### src/rtl/square_pipe_iter.sv
// Iterative shift-add squarer: x in 1.(WL-1), x*x out in 2.(WLO-2), rounded half up.
// One partial product is added per enabled clock; an accepted operand yields a result after WL+1 enabled edges.
module square_pipe_iter #(
    parameter int WL  = 24,
    parameter int WLO = 24
) (
    input  logic           CLK,
    input  logic           RESET,
    input  logic           CE,
    input  logic           in_valid,
    output logic           in_ready,
    input  logic [WL-1:0]  din,
    output logic           out_valid,
    input  logic           out_ready,
    output logic [WLO-1:0] dout
);

    localparam int AW = 2 * WL;
    localparam int CW = (WL > 1) ? $clog2(WL) : 1;

    typedef enum logic [1:0] {
        IDLE,
        RUN,
        RND,
        DONE
    } state_t;

    state_t         state;
    state_t         state_nxt;
    logic [AW-1:0]  acc;
    logic [AW-1:0]  mcand_sh;
    logic [WL-1:0]  mplier;
    logic [CW-1:0]  cnt;
    logic           last_iter;
    logic [WLO-1:0] rnd_val;

    assign last_iter = (cnt == CW'(WL - 1));
    assign in_ready  = (state == IDLE);
    assign out_valid = (state == DONE);

    // NOTE: sequential state uses non-blocking assignments so every register samples pre-edge values.
    always_ff @(posedge CLK or posedge RESET) begin
        if (RESET) begin
            state <= IDLE;
        end else if (CE) begin
            state <= state_nxt;
        end
    end

    // NOTE: next state is defaulted before the case so no path leaves it unassigned (no latch).
    always_comb begin
        state_nxt = state;
        case (state)
            IDLE: if (in_valid) state_nxt = RUN;
            RUN:  if (last_iter) state_nxt = RND;
            RND:  state_nxt = DONE;
            DONE: if (out_ready) state_nxt = IDLE;
            default: state_nxt = IDLE;
        endcase
    end

    // The multiplicand is kept pre-shifted, so mcand_sh always equals din << cnt during RUN.
    always_ff @(posedge CLK or posedge RESET) begin
        if (RESET) begin
            acc      <= '0;
            mcand_sh <= '0;
            mplier   <= '0;
            cnt      <= '0;
            dout     <= '0;
        end else if (CE) begin
            case (state)
                IDLE: begin
                    if (in_valid) begin
                        mcand_sh <= {{WL{1'b0}}, din};
                        mplier   <= din;
                        acc      <= '0;
                        cnt      <= '0;
                    end
                end
                RUN: begin
                    if (mplier[cnt]) begin
                        acc <= acc + mcand_sh;
                    end
                    mcand_sh <= mcand_sh << 1;
                    cnt      <= cnt + 1'b1;
                end
                RND: begin
                    dout <= rnd_val;
                end
                default: ;
            endcase
        end
    end

    generate
        if (WLO == AW) begin : g_full
            assign rnd_val = acc;
        end else begin : g_round
            logic [WLO:0] sum;
            assign sum     = {1'b0, acc[AW-1 -: WLO]} + {{WLO{1'b0}}, acc[AW-WLO-1]};
            // A carry out of the rounded word saturates rather than wrapping to zero.
            assign rnd_val = sum[WLO] ? {WLO{1'b1}} : sum[WLO-1:0];
            if (AW - WLO >= 2) begin : g_lsbs
                logic unused_acc_lsbs;
                assign unused_acc_lsbs = ^acc[AW-WLO-2:0];
            end
        end
    endgenerate

endmodule
### config.mk
export PLATFORM = sky130hd
export DESIGN_NAME = square_pipe_iter
export DESIGN_NICKNAME = d
export VERILOG_FILES = /design/src/rtl/square_pipe_iter.sv
export SDC_FILE = /design/constraint.sdc
export NUM_CORES = 1
export LEC_CHECK = 0
export ABC_AREA = 1
export CAP_MARGIN = 20
export CORE_MARGIN = 2
export CORE_UTILIZATION = 60
export DETAILED_ROUTE_END_ITERATION = 8
export HOLD_SLACK_MARGIN = 0.12
export PLACE_DENSITY_LB_ADDON = 0.08
export SYNTH_ARGS = -nofsm -noshare
export SYNTH_HDL_FRONTEND = slang
export SYNTH_SLANG_ARGS = --single-unit
### constraint.sdc
create_clock -name CLK -period 7 [get_ports CLK]
set_input_delay 1.4 -clock CLK [delete_from_list [all_inputs] [get_ports CLK]]
set_output_delay 1.4 -clock CLK [all_outputs]
set_load 0.005 [all_outputs]
==> results.ini <==
[worst_setup_path]
cp_max_fo=73
cp.arrival_ns=4.17
critPathCapture=cnt[3]
rr_endpoint=cnt[3]
critical_path_class=in -> reg
r2r-start=state[1]
critPathRequiredTime_ns=7.32
start_kind=input pin
worstSetupEndpointType=register
cp-startpoint=CE
r2r_slack_ns=3.84
rr_worst_depth=13

[grt]
grt_usage_pct=32.55
grt_pass1_vias=9979
grt_overflow=0
antenna_found_initial=0
grt_pass1_wl_um=50250
grt_max_degree=93

[timing]
min_period_ns=3.851
rsz0062_at_grt=false
final_hold_viol_count=0
max_slew_margin_pct=25.96
setup_viol=0
holdWs_ns=0.4762
fin_setup_tns_ns=0
tightest_slew_ns=1.107
setup_slack_ns=3.149
final_max_slew_viol_count=0
max_freq_ghz=0.2597
finalCritPeriodShare_pct=55.01
fin_skew_ns=0.01428

[clock_network]
clock-sinks=151
cts_tree=yes
ctsResizeCount=0
clkTransAtPathRegs_ns=0.07
cts_buffers=17
cts_hold_buf=0
post-cts-setup-buffer-count=0
insertion_delay_ns=0.45
cts_buffer_depth=2
cts_root_buf=clkbuf_16
htree_levels=4

[routing]
drt_iter0_drc=834
routed-via-count=10660
routedWlPerCell_um=15.60
drtPass1Iterations=5
via_per_inst=5.391
final_antenna_net_count=0
route.detailed.drc=0
wl_um=30870

[floorplanning]
dieHeight_um=138.9
dieArea_um2=19290
ios=55
start_util_pct=60.99
placementRows=49
coreArea_um2=17900
die_x_um=138.9

[cells_and_area]
final_cell_mix=647 x nand2_1, 287 x inv_1, 152 x nor2_1
n_antenna_cell=0
finish.utilization_pct=67.99
fill_cells=1646
area_growth_pct=11.47
seqCellArea_um2=3779
multi_input_area_um2=5837
final_nets=1820
mostFrequentLayoutCell=nand2_1
drive_above_1_share_pct=3.488

[placement]
place_ws_ns=2.755
hpwl_um=23170
port-buffer-count=54
gp_congestion=1.000

[run_status]
status=completed

[power_and_ir_drop]
p_leak_nw=6.613
power.share.sequential_pct=29.7
internal_power_mw=2.803
ir_worst_vdd_mv=0.3429
pwr-share-clk_pct=17.6
swShare_pct=48.32
power.switching_mw=2.620
cellPowerDensity_nw_per_um2=445.5
combPwrFrac_pct=52.6

[yosys]
synth_top_cell_area_share_pct=34.61
synth_largest_area_cell=dfrtp_1
muxShareOfSynthArea_pct=0.4125
seq_area_frac_synth_pct=34.61
ys_types=40
synthAdderAreaFrac_pct=6.371
yosys-top-cells-area=dfrtp_1 35%, nand2_1 22%, inv_1 9.9%
synth-xor-area-share_pct=2.807
synth_nets=1782
yosys_register_bits=151
synth_cells=1698
synth_top_family_by_area=simple AND/OR/NAND/NOR gates
synth_compound_area_share_pct=8.342
yosys.area_share.simple_pct=35.45
ys.warnings.count=0
syn_area_per_cell_um2=6.431
syn_area_um2=10920

[job]
drv_cap=0

[worst_hold_path]
hold_class=reg -> reg
min_from=dout[10]

[through the flow]
stage	power, mW	instances	instance area, um^2
after floorplan	3.646	1698	10920
after global placement	4.363	1946	11570
after detailed placement	4.423	1946	11570
after CTS	5.400	1978	12170
after global routing	5.874	1978	12170
final	5.423	1978	12170
[worst min-delay path by stage]
stage                             to  slack [ns]  cells after the start
after floorplan           mplier[23]        0.45                      2
after global placement       dout[8]        0.46                      2
after detailed placement    dout[17]        0.46                      2
after CTS                    dout[9]        0.48                      2
after global routing        dout[10]        0.50                      2
final                       dout[10]        0.48                      2
[cell families after synthesis]
group / Yosys count
flip-flops: 151
AND/OR/NAND/NOR: 960
multiplexers: 4
XOR/XNOR: 35
AO/OA/AOI/OAI: 161
buffers and inverters: 332
adder cells (fa/ha/maj): 55
[layout make-up]
| type | count | share of cell area, % |
|---|---|---|
| multi-input cells | 1215 | 47.95 |
| flip-flops and latches | 151 | 31.04 |
| inverters | 294 | 9.108 |
| repair buffers | 57 | 4.626 |
| clock buffers | 18 | 3.608 |
| well taps | 229 | 2.354 |
| clock inverters | 14 | 1.306 |
[power by group through the flow]
stage | sequential (mW) | combinational, mW | clock, mW
after floorplan | 1.49 | 2.16 | 0
after detailed placement | 1.62 | 2.81 | 0
final | 1.61 | 2.85 | 0.956
after global placement | 1.61 | 2.75 | 0
after CTS | 1.61 | 2.83 | 0.960
after global routing | 1.65 | 3.23 | 0.993
[synthesized netlist by cell type]
master / instances
nand3b_1: 5
xnor2_1: 25
or2_2: 4
nand2_1: 648
a31oi_1: 22
ha_1: 54
nand2_2: 4
nor3_1: 21
nor2_2: 1
buf_1: 2
clkbuf_1: 15
nor2_4: 1
o21bai_1: 2
o21ai_0: 45
nor2_1: 152
buf_4: 3
o211ai_1: 1
a221oi_1: 1
nand3_1: 104
o21ai_1: 9
a41oi_1: 2
xor2_1: 10
nor3_4: 1
inv_2: 6
a22o_1: 1
nor4_1: 3
buf_2: 13
a21o_1: 1
inv_1: 288
dfrtp_1: 151
a21oi_4: 1
fa_1: 1
o22ai_1: 24
nor3b_1: 2
o21a_1: 3
mux2_2: 4
nand4_1: 14
buf_6: 5
o21ai_2: 1
a21oi_1: 48
[flip-flops by register name, summed over array words and instances (netlist names)]
register,flops
acc,48
cnt,5
dout,24
mcand_sh,48
mplier,24
state,2
[critical path, cell delays in order]
cell and delay, ns:
clkdlybuf4s50_1 0.52, nand3_2 0.67, nand2_2 0.31, buf_4 0.61, inv_2 0.12, nor2_1 0.16, nand3_1 0.13, o22ai_1 0.15
a21oi_1 0.08
[metal layers]
layer / vias up / global-route usage [%] / wire, um
li1: 5338 / - / -
met1: 4872 / 42.14 / 13100
met2: 366 / 53.38 / 14480
met3: 88 / 5.214 / 1685
met4: 0 / 16.00 / 1591
met5: - / 0 / 0
Power figures use the tool's default switching activity.
